## src/rtl/fir_pipe_pkg.sv

```systemverilog
// fir_pipe_pkg: width helpers shared by the parametrised pipelined FIR and its coefficient bank.
package fir_pipe_pkg;

    function automatic int prod_w(input int sample_w, input int coef_w);
        return sample_w + coef_w;
    endfunction

    // One growth bit per doubling of the tap count keeps the adder chain overflow-free.
    function automatic int acc_w(input int sample_w, input int coef_w, input int order);
        return prod_w(sample_w, coef_w) + $clog2(order + 1);
    endfunction

    function automatic int addr_w(input int order);
        return order > 0 ? $clog2(order + 1) : 1;
    endfunction

    // Fill count must hold the value ORDER+1.
    function automatic int cnt_w(input int order);
        return $clog2(order + 2);
    endfunction

endpackage

```

## src/rtl/fir_coef_bank.sv

```systemverilog
// fir_coef_bank: double-buffered coefficients; writes land in the shadow bank, commit copies it to the active bank.
module fir_coef_bank
    import fir_pipe_pkg::*;
#(
    parameter int ORDER  = 6,
    parameter int COEF_W = 5,
    parameter int AW     = addr_w(ORDER)
) (
    input  logic                        i_clk,
    input  logic                        i_rst,
    input  logic                        i_wr_en,
    input  logic [AW-1:0]               i_wr_addr,
    input  logic [COEF_W-1:0]           i_wr_data,
    input  logic                        i_commit,
    output logic [(ORDER+1)*COEF_W-1:0] o_active
);

    logic [COEF_W-1:0] r_shadow [ORDER+1];
    logic [COEF_W-1:0] r_active [ORDER+1];

    // Commit samples the shadow bank before a same-edge write lands.
    always_ff @(posedge i_clk or posedge i_rst)
        if (i_rst) begin
            r_shadow <= '{default: '0};
            r_active <= '{default: '0};
        end else begin
            if (i_commit) r_active <= r_shadow;
            if (i_wr_en && i_wr_addr <= AW'(ORDER)) r_shadow[i_wr_addr] <= i_wr_data;
        end

    for (genvar k = 0; k <= ORDER; k++) begin : g_flat
        assign o_active[k*COEF_W +: COEF_W] = r_active[k];
    end

endmodule

```

## src/rtl/fir_pipe_param.sv

```systemverilog
// fir_pipe_param: streaming transposed-form FIR with bubbles, double-buffered coefficients, flush and primed flag.
// Define FIR_SAT_EN to clamp the output to OUT_W bits (and raise o_fir_sat); otherwise the output wraps.
module fir_pipe_param
    import fir_pipe_pkg::*;
#(
    parameter int   ORDER    = 6,
    parameter int   SAMPLE_W = 4,
    parameter int   COEF_W   = 5,
    parameter int   OUT_W    = SAMPLE_W + COEF_W + $clog2(ORDER + 1),
    localparam int  AW       = addr_w(ORDER)
) (
    input  logic                i_clk,
    input  logic                i_rst,
    input  logic                i_flush,
    input  logic [SAMPLE_W-1:0] i_sample_in,
    input  logic                i_sample_valid,
    input  logic                i_coef_wr_en,
    input  logic [AW-1:0]       i_coef_wr_addr,
    input  logic [COEF_W-1:0]   i_coef_wr_data,
    input  logic                i_coef_commit,
    output logic [OUT_W-1:0]    o_fir_out,
    output logic                o_fir_valid,
    output logic                o_fir_primed,
    output logic                o_fir_sat
);

    localparam int ACC_W = acc_w(SAMPLE_W, COEF_W, ORDER);
    localparam int CW    = cnt_w(ORDER);
    localparam int N     = ORDER + 1;

    logic [N*COEF_W-1:0] w_h;
    logic [SAMPLE_W-1:0] r_x_d;
    logic                r_v1;
    logic                r_v2;
    logic [ACC_W-1:0]    r_s      [N];
    logic [ACC_W-1:0]    w_s_next [N];
    logic [CW-1:0]       r_cnt;
    logic [CW-1:0]       w_cnt_next;
    logic [OUT_W-1:0]    w_out;
    logic                w_sat;

    fir_coef_bank #(.ORDER(ORDER), .COEF_W(COEF_W), .AW(AW)) u_bank (
        .i_clk     (i_clk),
        .i_rst     (i_rst),
        .i_wr_en   (i_coef_wr_en),
        .i_wr_addr (i_coef_wr_addr),
        .i_wr_data (i_coef_wr_data),
        .i_commit  (i_coef_commit),
        .o_active  (w_h)
    );

    always_ff @(posedge i_clk or posedge i_rst)
        if (i_rst) begin
            r_x_d <= '0;
            r_v1  <= 1'b0;
            r_v2  <= 1'b0;
        end else if (i_flush) begin
            r_x_d <= '0;
            r_v1  <= 1'b0;
            r_v2  <= 1'b0;
        end else begin
            if (i_sample_valid) r_x_d <= i_sample_in;
            r_v1 <= i_sample_valid;
            r_v2 <= r_v1;
        end

    for (genvar k = 0; k < N; k++) begin : g_tap
        logic [ACC_W-1:0] w_prod;
        assign w_prod = ACC_W'(r_x_d) * ACC_W'(w_h[k*COEF_W +: COEF_W]);
        if (k < ORDER) begin : g_mid
            assign w_s_next[k] = w_prod + r_s[k+1];
        end else begin : g_last
            assign w_s_next[k] = w_prod;
        end
    end

    // The chain only advances on real samples, so bubbles leave the history untouched.
    always_ff @(posedge i_clk or posedge i_rst)
        if (i_rst) r_s <= '{default: '0};
        else if (i_flush) r_s <= '{default: '0};
        else if (r_v1) r_s <= w_s_next;

`ifdef FIR_SAT_EN
    assign w_sat = (OUT_W < ACC_W) && |(r_s[0] >> OUT_W);
    assign w_out = w_sat ? '1 : OUT_W'(r_s[0]);
`else
    assign w_sat = 1'b0;
    assign w_out = OUT_W'(r_s[0]);
`endif

    always_ff @(posedge i_clk or posedge i_rst)
        if (i_rst) begin
            o_fir_out   <= '0;
            o_fir_valid <= 1'b0;
            o_fir_sat   <= 1'b0;
        end else if (i_flush) begin
            o_fir_out   <= '0;
            o_fir_valid <= 1'b0;
            o_fir_sat   <= 1'b0;
        end else begin
            o_fir_out   <= w_out;
            o_fir_valid <= r_v2;
            o_fir_sat   <= w_sat;
        end

    assign w_cnt_next = (i_sample_valid && r_cnt != CW'(N)) ? r_cnt + CW'(1) : r_cnt;

    always_ff @(posedge i_clk or posedge i_rst)
        if (i_rst) begin
            r_cnt        <= '0;
            o_fir_primed <= 1'b0;
        end else if (i_flush) begin
            r_cnt        <= '0;
            o_fir_primed <= 1'b0;
        end else begin
            r_cnt        <= w_cnt_next;
            o_fir_primed <= w_cnt_next == CW'(N);
        end

endmodule

```

## config.mk

```make
export PLATFORM = sky130hd
export DESIGN_NAME = fir_pipe_param
export DESIGN_NICKNAME = d
export VERILOG_FILES = /design/src/rtl/fir_pipe_pkg.sv /design/src/rtl/fir_coef_bank.sv /design/src/rtl/fir_pipe_param.sv
export SDC_FILE = /design/constraint.sdc
export NUM_CORES = 1
export LEC_CHECK = 0
export CORE_MARGIN = 3
export CORE_UTILIZATION = 60
export CTS_CLUSTER_SIZE = 25
export DETAILED_ROUTE_END_ITERATION = 6
export PLACE_DENSITY = 0.77
export SETUP_SLACK_MARGIN = 0.02
export SLEW_MARGIN = 10
export SYNTH_ARGS = -nofsm -noshare
export SYNTH_HDL_FRONTEND = slang
export SYNTH_SLANG_ARGS = --single-unit
```

## constraint.sdc

```tcl
create_clock -name i_clk -period 16.4 [get_ports i_clk]
set_input_delay 2.46 -clock i_clk [delete_from_list [all_inputs] [get_ports i_clk]]
set_output_delay 2.46 -clock i_clk [all_outputs]
set_load 0.005 [all_outputs]
```

==> metrics.cfg, run 1 <==
[sta]
maxSlewViolCount = 0
hold_viol_final = 0
fin_crit_ps = 4726
setup_tns_ps = 0
worstMarginPinSlew_ps = 975.7
clock_skew_ps = 15.90
timing.fmax_mhz = 211.6
setup_slack_ps = 11670
finalCritPeriodShare_pct = 28.82
rsz0062_at_grt = false
slew_headroom_pct = 34.95
finalSetupViolations = 0

[cts]
cts_resized = 0
clk_latency_ps = 440
cts_hold_buffers = 0
clk_pin_slew_worst_paths_ps = 70
cts.path.max_buffers = 2
cts.sinks = 173
cts_setup_buffers = 0
numCtsBuffers = 17
h-tree-depth = 4
tritoncts = yes
root_buffer = clkbuf_16

[drt]
drt_iter0_markers = 513
vias_per_cell = 5.613
first_pass_iters = 5
final_antenna_net_count = 0
wl_um = 26990
drc = 0
vias = 9334
wire_per_inst_um = 16.23

[floorplanning]
io_pins = 33
dieHeight_um = 154.4
fp.coreArea_um2 = 21350
row_count = 53
die_area_um2 = 23840
start_util_pct = 61.88
dieWidth_um = 154.4

[setup_path]
worst_path_largest_cell_delay_ps = 700
required_ps = 16720
worstPathArrival_ps = 5050
end_kind = register
path_cells = buf_4 > inv_1 > nand2_1 > inv_1 > a32o_1 > a21oi_1 > nand2_1
crit_fanout = 45
slowest_stage = nand2_1
cp-start-kind = primary input
crit_type = in2reg

[final_layout]
nFillCells = 1691
area_growth_pct = 8.285
layout-drive-gt1-share_pct = 9.510
utilization_pct = 67.01
nets = 1599
mostFrequentLayoutCell = inv_1
layout_common_cells = inv_1, dfrtp_1, ha_1
design_area_um2 = 14310
register_area_um2 = 4330
multi_input_area_um2 = 7874
antenna_cells = 0

[yosys]
synth_compound_area_share_pct = 11.03
syn_area_um2 = 13210
synth_top_cell_area_share_pct = 32.76
ys_types = 59
synthAdderAreaFrac_pct = 23.94
synth_top_area_cell = dfrtp_1
syn-num-nets = 1594
postSynthCellCount = 1370
yosys.area_share.simple_pct = 15.62
syn_avg_cell_area_um2 = 9.645
yosysSeqAreaShare_pct = 32.76
synth_seq_cells = 173
synth-xor-area-share_pct = 0.7954
ys.flop_type = dfrtp_1
synth_top_family_by_area = adder cells
synth_edf_count = 0
synth_area_leaders = dfrtp_1, ha_1, fa_1
ys_async_sr_fraction_pct = 100.0
synth_mux_area_share_pct = 8.172
yosysWarnings = 0

[global_route]
grt_pass1_wl_um = 46190
grt_pass1_vias = 9510
overflow = 0
antenna_found_initial = 0
grt_util_all_layers_pct = 23.69
grt_max_degree = 106

[placed_design]
post_dp_cell_area_um2 = 13730
dp_hpwl_um = 19540
io_buffers = 31
place.gp.congestion = 0.8120
pre_cts_slack_ps = 11270

[run_status]
run_status = finished clean

[power]
leakagePower_uw = 0.007160
peakVddDrop_mv = 0.07279
powerDensity_nw_per_um2 = 86.95
power_uw = 1244

[flow_run]
drv_cap = 0

[min_path]
hp-class = reg2reg

==> path summary, 6_finish.rpt <==
kind,slack (ps),cells after the start,to,from
max in group asynchronous,12340,3,u_bank.o_active[4],i_rst
min in group asynchronous,2600,2,u_bank.r_shadow[1],i_rst
hold reg to reg,470,1,o_fir_valid,r_v2
setup / recovery,11670,7,r_s[59],i_flush
hold / removal,470,1,o_fir_valid,r_v2
setup reg to reg,12210,12,r_s[45],r_x_d[3]
==> routing by layer <==
metal	up-vias	GRT usage, %	wire [µm]
li1	4572	-	-
met1	4577	32.53	12830
met2	153	39.41	12830
met3	32	3.917	874
met4	0	6.350	459
met5	-	0	0
==> state kept, by name, indices dropped and copies added, names as in the netlist <==
register         flops
o_fir_out           12
o_fir_primed         1
o_fir_valid          1
r_cnt                3
r_s                 68
r_v1                 1
r_v2                 1
r_x_d                4
u_bank.o_active     35
u_bank.r_shadow     35
w_out               12
==> cell type report <==
cell class                 count  share of cell area (%)
tap                          275                   2.405
inverter                     212                   5.596
timing repair buffer          41                   2.676
clock inverter                14                   1.032
sequential                   173                   30.26
clock buffer                  18                   2.999
multi-input combinational    930                   55.03
==> Yosys cell counts, types with 8 or more instances <==
cell type and instances:
nand3_1 14, nor2b_1 23, o31a_1 8, dfrtp_1 173
and2_1 106, a31oi_1 11, nand4_1 10, o21a_1 13
ha_1 128, o21ai_0 36, mux2_2 71, clkbuf_1 41
inv_1 211, mux2i_1 28, nor2_1 93, nand2_1 89
buf_1 9, o31ai_1 10, a21oi_1 39, a211oi_1 27
a21o_1 24, fa_1 78, nor3_1 21
==> per-stage QoR <==
| stage | instances | hold WS [ps] |
|---|---|---|
| after floorplan | 1370 | 438.5 |
| after global placement | 1631 | 462.9 |
| after detailed placement | 1631 | 478.7 |
| after CTS | 1663 | 486.5 |
| after global routing | 1663 | 492.9 |
| final | 1663 | 467.6 |
==> critical path: cells and delay by family <==
family	cells	cell delay, ps
compound gates	2	490
simple gates	2	760
buf+inv	3	1310
==> cell families after synthesis <==
logic type,after synthesis
buffers and inverters,267
AO/OA/AOI/OAI,212
adder cells (fa/ha/maj),206
other,1
XOR/XNOR,12
AND/OR/NAND/NOR,400
multiplexers,99
flip-flops,173
==> power by group <==
part	total (µW)	internal (µW)	switching, µW
clock	399	203	196
sequential	536	480	56.3
combinational	309	142	167
total	1240	825	419
(Power assumes the default switching activity.)
==> run 2: changes to the inputs <==
clock period = 4.4 ns   (was 16.4 ns; I/O delays follow)
==> run 2 against run 1 <==
- sequential cell count is the same
- setup slack worse by 11000 ps
- utilization rose by 0.51 points
- final cell count increased by 0.42%
- via count is 3.1% higher
- critical endpoint is now r_s[21]
- first-iteration DRC count up 1.9%
- global-route usage increased by 1.3 points
- clock skew down 4.2 ps
- largest cell class unchanged
- wire length increased by 5.3%
- highest routed layer unchanged
==> metrics.cfg, run 2 (synthesis gave the netlist of run 1 again) <==
[setup_path]
end_kind = register
worstPathArrival_ps = 4410
rr_worst_depth = 12
r2r-start = r_x_d[3]
cp-startpoint = r_x_d[3]
required_ps = 4750
regToRegSetupSlack_ps = 340
cp-start-kind = register
crit_type = reg2reg
crit_fanout = 13
rr_endpoint = r_s[21]
crit_end = r_s[21]

[floorplanning]
start_util_pct = 61.88
fp.coreArea_um2 = 21350
row_count = 53
io_pins = 33
dieWidth_um = 154.4
die_area_um2 = 23840
dieHeight_um = 154.4

[final_layout]
layout_common_cells = inv_1, dfrtp_1, ha_1
nets = 1606
layout-drive-gt1-share_pct = 10.04
nFillCells = 1695
largest_reg_flops = 68
top_register = r_s
antenna_cells = 0
area_growth_pct = 9.109
mostFrequentLayoutCell = inv_1
fin_cells = 1670

[placed_design]
place.gp.congestion = 0.8526
place_inst = 1638
dp_hpwl_um = 20460
io_buffers = 31

[sta]
finalCritPeriodShare_pct = 92.28
fin_crit_ps = 4060
slew_headroom_pct = 34.80
worstMarginPinSlew_ps = 976.0
hold_viol_final = 0
whs_ps = 486.3
finalSetupViolations = 0
setup_tns_ps = 0
clock_skew_ps = 11.70
rsz0062_at_grt = false
maxSlewViolCount = 0
timing.fmax_mhz = 246.3

[cts]
root_buffer = clkbuf_16
numCtsBuffers = 17
cts_hold_buffers = 0
tritoncts = yes
h-tree-depth = 4
clk_pin_slew_worst_paths_ps = 70
cts_resized = 0
cts_setup_buffers = 0
cts.path.max_buffers = 2
cts.sinks = 173
clk_latency_ps = 440

[power]
peakVddDrop_mv = 0.2724
powerDensity_nw_per_um2 = 327.5
leakagePower_uw = 0.007210
power_uw = 4722

[global_route]
grt_pass1_vias = 9750
overflow = 0
grt_pass1_wl_um = 48450
antenna_found_initial = 0
grt_util_all_layers_pct = 24.99
grt_max_degree = 66

[drt]
wire_per_inst_um = 17.02
drc = 0
wl_um = 28420
final_antenna_net_count = 0
vias_per_cell = 5.763
vias = 9624
drt_iter0_markers = 523
first_pass_iters = 5

[flow_run]
drv_cap = 0

[min_path]
hp-class = reg2reg

[run_status]
run_status = finished clean

run 2: cell types whose count changed in the layout (fill, tap and decap cells not counted), sizes merged:
| cell | previous run | this run |
|---|---|---|
| clkbuf | 18 | 17 |
| clkinv | 5 | 4 |
| clkinvlp | 2 | 4 |
| bufinv | 0 | 1 |
| inv | 219 | 218 |
| buf | 11 | 18 |
run 2: worst max-delay path, stage by stage, from the launching register on:
cell and delay, ps:
dfrtp_1 640, buf_4 240, nand2_1 80, fa_1 510
fa_1 520, fa_1 520, inv_1 40, ha_1 330
nor2b_1 170, o31a_1 280, o41ai_1 420, nand3_1 120
o211ai_1 110
run 2: worst min-delay path by stage:
| stage | start | endpoint | slack (ps) | cells past startpoint |
|---|---|---|---|---|
| final | r_s[58] | r_s[58] | 490 | 2 |
| after detailed placement | r_s[58] | r_s[58] | 480 | 2 |
| after global routing | r_s[54] | r_s[54] | 510 | 2 |
| after CTS | r_s[58] | r_s[58] | 490 | 2 |
| after global placement | r_s[42] | r_s[42] | 470 | 2 |
| after floorplan | r_v2 | o_fir_valid | 440 | 1 |
run 2: layout make-up:
cell class,instances,area (µm²),share of cell area [%]
Clock buffer,17,425.4,2.951
Inverter,212,799.5,5.545
Multi-Input combinational cell,930,7874,54.61
Tap cell,275,344.1,2.387
Sequential cell,173,4330,30.04
Clock inverter,15,171.4,1.189
Timing Repair Buffer,48,473.0,3.280
run 2: report_power, final:
part	switching [µW]	internal (µW)
clock	741	812
sequential	217	1790
combinational	629	534
total	1590	3130
run 2: per-layer routing:
metal / track usage, % / wire length, µm / vias up
met4: 7.065 / 504 / 0
met3: 3.861 / 1365 / 40
li1: - / - / 4587
met5: 0 / 0 / -
met2: 42.18 / 13680 / 244
met1: 33.76 / 12870 / 4753
run 2: metrics by stage:
step | setup slack (ps) | utilization, % | instance area, µm²
after global placement | 489.7 | 64.73 | 13820
after detailed placement | 397.3 | 64.73 | 13820
after global routing | 59.46 | 67.52 | 14420
final | 339.7 | 67.52 | 14420
after floorplan | 549.1 | - | 13220
after CTS | 349.6 | 67.52 | 14420
==> run 3: changes to the inputs <==
CORE_UTILIZATION = 49   (was 60)
PLACE_DENSITY = 0.65   (was 0.77)
==> run 3 against run 2 <==
- power is 0.18% lower
- non-clock buffer count is 3 higher
- wire length grew 1.2%
- sequential share of layout area decreased by 0.18 points
- sequential cell count unchanged
- utilization decreased by 12 points
- global-route usage decreased by 3.9 points
- cell area increased by 0.61%
- die area is 22% higher
- clock power hardly changed
- critical endpoint is now r_s[70]
==> metrics.cfg, run 3 (synthesis gave the netlist of run 1 again) <==
[final_layout]
antenna_cells = 0
layout-drive-gt1-share_pct = 10.23
nets = 1609
design_area_um2 = 14510
layout_common_cells = inv_1, dfrtp_1, ha_1
largest_reg_flops = 68
mostFrequentLayoutCell = inv_1
top_register = r_s
area_growth_pct = 9.772
utilization_pct = 55.19

[floorplanning]
io_pins = 33
row_count = 59
die_area_um2 = 28970
dieHeight_um = 170.2
dieWidth_um = 170.2
fp.coreArea_um2 = 26280
start_util_pct = 50.28

[sta]
rsz0062_at_grt = false
setup_tns_ps = 0
worstMarginPinSlew_ps = 819.7
slew_headroom_pct = 44.93
timing.fmax_mhz = 245.3
fin_crit_ps = 4076
setup_slack_ps = 324.1
finalCritPeriodShare_pct = 92.63
finalSetupViolations = 0
maxSlewViolCount = 0
clock_skew_ps = 16.66
hold_viol_final = 0

[cts]
h-tree-depth = 4
clk_latency_ps = 450
tritoncts = yes
numCtsBuffers = 17
cts_setup_buffers = 0
clk_pin_slew_worst_paths_ps = 80
cts.path.max_buffers = 2
root_buffer = clkbuf_16
cts.sinks = 173
cts_resized = 0
cts_hold_buffers = 0

[drt]
wire_per_inst_um = 16.59
wl_um = 28750
first_pass_iters = 5
drt_iter0_markers = 546
final_antenna_net_count = 0
vias_per_cell = 5.438
drc = 0
vias = 9424

[setup_path]
end_kind = register
crit_type = reg2reg
worstPathArrival_ps = 4420
required_ps = 4740
crit_fanout = 15
cp-start-kind = register

[power]
leakagePower_uw = 0.007232
powerDensity_nw_per_um2 = 324.9
peakVddDrop_mv = 0.2405

[placed_design]
pre_cts_slack_ps = 365.2
dp_hpwl_um = 20960
place.gp.congestion = 0.8346
post_dp_cell_area_um2 = 13910
io_buffers = 31

[flow_run]
drv_cap = 0

[global_route]
antenna_found_initial = 0
grt_util_all_layers_pct = 21.06
grt_pass1_vias = 9545
overflow = 0
grt_max_degree = 84
grt_pass1_wl_um = 48780

[min_path]
hp-class = reg2reg

[run_status]
run_status = finished clean

==> run 3: cell types whose count changed in the layout (fill, tap and decap cells not counted) <==
| cell | before | now |
|---|---|---|
| clkinv_4 | 3 | 0 |
| buf_12 | 3 | 2 |
| clkinvlp_4 | 4 | 1 |
| bufinv_16 | 1 | 0 |
| inv_8 | 6 | 2 |
| clkinv_2 | 0 | 2 |
| inv_6 | 1 | 5 |
| buf_4 | 15 | 19 |
| clkinv_8 | 1 | 6 |
==> run 3: metrics by stage <==
stage | total power (µW) | std cells | hold slack [ps]
4_1_cts | 4764 | 1733 | 492.6
2_1_floorplan | 2841 | 1370 | 438.5
5_1_grt | 5024 | 1733 | 513.4
3_5_place_dp | 3203 | 1701 | 473.8
6_report | 4713 | 1733 | 478.5
3_3_place_gp | 3159 | 1701 | 444.4
==> run 3: path summary, 6_finish.rpt <==
check | start | to | slack (ps) | cells past startpoint
max in group asynchronous | i_rst | r_s[51] | 2830 | 3
min | r_v2 | o_fir_valid | 480 | 1
min reg2reg | r_v2 | o_fir_valid | 480 | 1
min in group asynchronous | i_rst | u_bank.o_active[32] | 680 | 2
max reg2reg | r_x_d[3] | r_s[70] | 320 | 13
max | r_x_d[3] | r_s[70] | 320 | 13
==> run 3: worst max-delay path, stage by stage (launching register included) <==
cell	delay, ps
dfrtp_1	730
buf_4	280
and2_1	150
fa_1	430
fa_1	490
inv_1	50
fa_1	470
inv_1	40
ha_1	310
o21ai_0	110
o21ai_0	330
nand3b_1	160
and3_1	210
o31ai_1	220
==> run 3: routing by layer <==
layer,wire [µm],GRT usage (%),up-vias
li1,-,-,4581
met4,459,5.714,0
met1,14130,29.56,4658
met5,0,0,-
met2,13420,34.76,147
met3,739,2.578,38
==> run 3: area by class of cell <==
| cell class | instances | area (µm²) |
|---|---|---|
| inverters | 212 | 799.5 |
| clock buffers | 17 | 425.4 |
| repair buffers | 51 | 483.0 |
| fillers | 2348 | 11780 |
| clock inverters | 15 | 173.9 |
| multi-input cells | 930 | 7874 |
| flip-flops and latches | 173 | 4330 |
| well taps | 335 | 419.2 |
==> run 3: report_power, final <==
part           switching, µW  internal (µW)
Clock                    777            766
Combinational            629            536
Sequential               217           1790
Total                   1620           3090
==> edit 1 (config.mk and constraints of run 2) <==
`SAMPLE_W`: 4 -> 6.
--- a/src/rtl/fir_pipe_param.sv
+++ b/src/rtl/fir_pipe_param.sv
@@ -4,7 +4,7 @@
     import fir_pipe_pkg::*;
 #(
     parameter int   ORDER    = 6,
-    parameter int   SAMPLE_W = 4,
+    parameter int   SAMPLE_W = 6,
     parameter int   COEF_W   = 5,
     parameter int   OUT_W    = SAMPLE_W + COEF_W + $clog2(ORDER + 1),
     localparam int  AW       = addr_w(ORDER)
Interface: changed (resized i_sample_in and o_fir_out); port bits go from 33 to 37. No check against the original RTL was run, so the function may have changed too.
==> edit 1 against run 2 <==
Setup slack got worse by 12 ps. Wire length rose by 15%. Sequential cell count rose by 18. Highest routed layer unchanged. Area after synthesis rose by 19%. Critical endpoint is now r_s[82]. Cell area rose by 18%. Clock skew rose by 3.2 ps. Synthesized cell count rose by 15%. Total power rose by 20%. Global-route usage fell by 0.65 points.
==> edit 1: results (changes against run 2) <==
outcome=completed; Avg Vias per Cell=5.66 (-1.8%); buffer share of cell area=3.22% (-0.063 points); count of cell types in the netlist=71 (+20%); CLK BUF=19 (+2); initial detailed-routing violation count=517 (-1.1%); largest net degree at the start of global routing=131 (+98%); multi-input gate count=1,085 (+17%); clk sinks=191 (+10%); Worst Skew=14.9 ps (+3.22 ps); DP Wirelength=23,800 um (+16%); Critical Path AT=4380 ps (-30 ps); relative slew slack=41.3% (+6.5 points); Plain + repair buffers=55 (+15%); vias in the first global route=11,624 (+19%); Logic inverters=240 (+13%); synthesized net count=1,877 (+18%); area share of the largest cell type after synthesis=30.4% (-2.3 points); crit-path max FO=24 (+11); footprint of the multi-input gates=0.00979 sq mm (+24%); register area share after synthesis=30.4% (-2.3 points); Leakage=8.55 nW (+19%); slowest stage delay, CP=560 ps (-80 ps); max reg flops=80 (+18%); clk tree area frac=3.47% (-0.67 points); area taken by flip-flops and latches=0.00478 sq mm (+10%); most frequent cells after synthesis=239 x inv_1, 191 x dfrtp_1, 146 x ha_1; worst slack at placement=332 ps (-65.2 ps); Placer Congestion=0.826 (-3.1%); global-route usage over all layers=24.3% (-0.65 points); first-pass GRT wire length=55,900 um (+15%); top cells by area, synth=dfrtp_1 30%, fa_1 18%, ha_1 12%
edit 1: worst paths after layout:
kind | startpoint | end | slack [ps] | depth (start not counted)
hold reg to reg | r_v2 | o_fir_valid | 470 | 1
max in group asynchronous | i_rst | w_out[3] | 2990 | 3
setup reg to reg | r_x_d[0] | r_s[82] | 330 | 13
min in group asynchronous | i_rst | r_cnt[1] | 680 | 3
setup / recovery | r_x_d[0] | r_s[82] | 330 | 13
hold / removal | r_v2 | o_fir_valid | 470 | 1
edit 1: stage by stage:
stage	cell area (sq um)	instances	power (mW)	util (%)
2_1_floorplan	15700	1573	3.59	-
3_5_place_dp	16400	1901	4.09	64.5
4_1_cts	17000	1933	5.71	66.9
6_report	17000	1933	5.66	66.9
5_1_grt	17000	1933	6.07	66.9
3_3_place_gp	16400	1901	3.99	64.5
edit 1: logic make-up after synthesis:
kind of cell             count (synthesis)  share of synthesized area (%)
AO/OA/AOI/OAI                          197                           8.28
XOR/XNOR                                52                           2.90
adder cells (fa/ha/maj)                284                           29.2
buffers and inverters                  297                           7.23
flip-flops                             191                           30.4
multiplexers                           122                           8.34
other                                    1                         0.0239
AND/OR/NAND/NOR                        429                           13.6
edit 1: metal layers:
layer / routed length (um) / share of wire [%] / global-route usage (%)
met1: 13200 / 40 / 29.2
met2: 17600 / 54 / 45.3
met3: 1230 / 3.7 / 3.38
met4: 778 / 2.4 / 7.58
met5: 0 / 0 / 0
edit 1: power breakdown:
group          switching, mW  internal [mW]
clock                  0.781          0.823
combinational          0.968          0.803
sequential             0.305           1.98
==> edit 2 (settings of run 2) <==
Without the edit above. Put one more register stage on the output `o_fir_out`, cleared by the reset. The value now appears one clock later. The other outputs are not delayed to match.
--- a/src/rtl/fir_pipe_param.sv
+++ b/src/rtl/fir_pipe_param.sv
@@ -27,6 +27,8 @@
     localparam int ACC_W = acc_w(SAMPLE_W, COEF_W, ORDER);
     localparam int CW    = cnt_w(ORDER);
     localparam int N     = ORDER + 1;
+
+    logic [OUT_W-1:0] o_fir_s0;
 
     logic [N*COEF_W-1:0] w_h;
     logic [SAMPLE_W-1:0] r_x_d;
@@ -90,15 +92,15 @@
 
     always_ff @(posedge i_clk or posedge i_rst)
         if (i_rst) begin
-            o_fir_out   <= '0;
+            o_fir_s0    <= '0;
             o_fir_valid <= 1'b0;
             o_fir_sat   <= 1'b0;
         end else if (i_flush) begin
-            o_fir_out   <= '0;
+            o_fir_s0    <= '0;
             o_fir_valid <= 1'b0;
             o_fir_sat   <= 1'b0;
         end else begin
-            o_fir_out   <= w_out;
+            o_fir_s0    <= w_out;
             o_fir_valid <= r_v2;
             o_fir_sat   <= w_sat;
         end
@@ -117,5 +119,13 @@
             o_fir_primed <= w_cnt_next == CW'(N);
         end
 
+    always_ff @(posedge i_clk or posedge i_rst) begin
+        if (i_rst) begin
+            o_fir_out <= '0;
+        end else begin
+            o_fir_out <= o_fir_s0;
+        end
+    end
+
 endmodule
 
Formal check against the unedited RTL: not equivalent (a bounded check fails within 10 cycles, from zero or initial values and one cycle with i_rst high).
==> edit 2 against run 2 <==
Setup slack got worse by 120 ps. Critical path depth increased by 1. Area after synthesis grew 1.7%. Wire length increased by 1.2%. Combinational power rose by 3%. Total power increased by 6.0%. Sequential cell count increased by 12. Synthesized cell count is 0.95% lower. Cell area increased by 1.8%.
==> edit 2: results (changes against run 2) <==
total wire length=28,800 um (+1.2%); register area share after synthesis=34.4% (+1.7 points); Synth Instances=1,357 (-0.95%); multi-input logic portion of the cell area=53.2% (-1.4 points); Plain + repair buffers=46 (-4.2%); sequential cell area share=31.6% (+1.5 points); DR vias=9,532 (-0.96%); initial detailed-routing violation count=526 (+0.57%); Max VDD drop=0.274 mV (+0.47%); reg2reg end=r_s[34]; Logic inverters=214 (+0.94%); Worst Setup SP=r_x_d[2]; area taken by flip-flops and latches=0.00463 sq mm (+6.9%); Critical Path AT=4540 ps (+130 ps); global-route usage over all layers=25.4% (+0.45 points); clk sinks=185 (+6.9%); crit-path max FO=25 (+12); # fillers=1,750 (+3.2%); Final Non-Filler Cells=1,663 (-0.42%); area grow syn2layout=9.19% (about the same); Placer Congestion=0.887 (+4.0%); multi-input gate count=906 (-2.6%); clk tree area frac=4.44% (+0.30 points); most frequent cells after synthesis=214 x inv_1, 185 x dfrtp_1, 128 x ha_1; Final Util=67.0% (-0.49 points); buffer share of cell area=2.95% (-0.33 points); vias in the first global route=9,796 (+0.47%); worst slack at placement=323 ps (-74.7 ps); Hold Crit Depth=0 (-2); outcome=completed; relative slew slack=44.7% (+9.9 points); Final WS setup=224 ps (-116 ps); Sw Ratio=32.5% (-1.1 points); layout cells sized above 1=9.62% (-0.42 points); top cells by area, synth=dfrtp_1 34%, ha_1 12%, fa_1 12%; DP Area=0.0140 sq mm (+1.4%); part of the power in registers=42.2% (-0.3 points); P_clk=1.69 mW (+9%); largest net degree at the start of global routing=75 (+14%); cells on worst reg2reg path=13 (+1)
edit 2: changes by cell type after synthesis, sizes merged, moves of 6 or more:
cell / run 2 / this run
dfrtp: 173 / 185
nand4: 10 / 2
xnor2: 5 / 15
nand2: 89 / 70
mux2i: 28 / 34
edit 2: kinds of logic after synthesis:
group	Yosys count	synth area share (%)
muxes	104	8.40
buffers and inverters	266	7.51
adders and majority gates	206	23.5
DFF	185	34.4
and+or+nand+nor	368	14.3
AOI/OAI and AO/OA	205	10.4
xor gates and xnor gates	22	1.43
other	1	0.0279
edit 2: routing by layer:
metal,GRT usage (%),up-vias,share of wire [%]
li1,-,4522,-
met1,37.2,4685,48
met2,39.5,280,45
met3,4.19,45,5.2
met4,7.54,0,1.9
met5,0,-,0
edit 2: critical path, cell delays in order (launching register included):
cell and delay, ps:
dfrtp_1 530, buf_4 320, and2_1 190, fa_1 440, fa_1 550, inv_1 50
fa_1 490, inv_1 40, ha_1 340, o21ai_0 140, o21bai_1 270, a21oi_1 150
or4_1 490, nand3_1 100
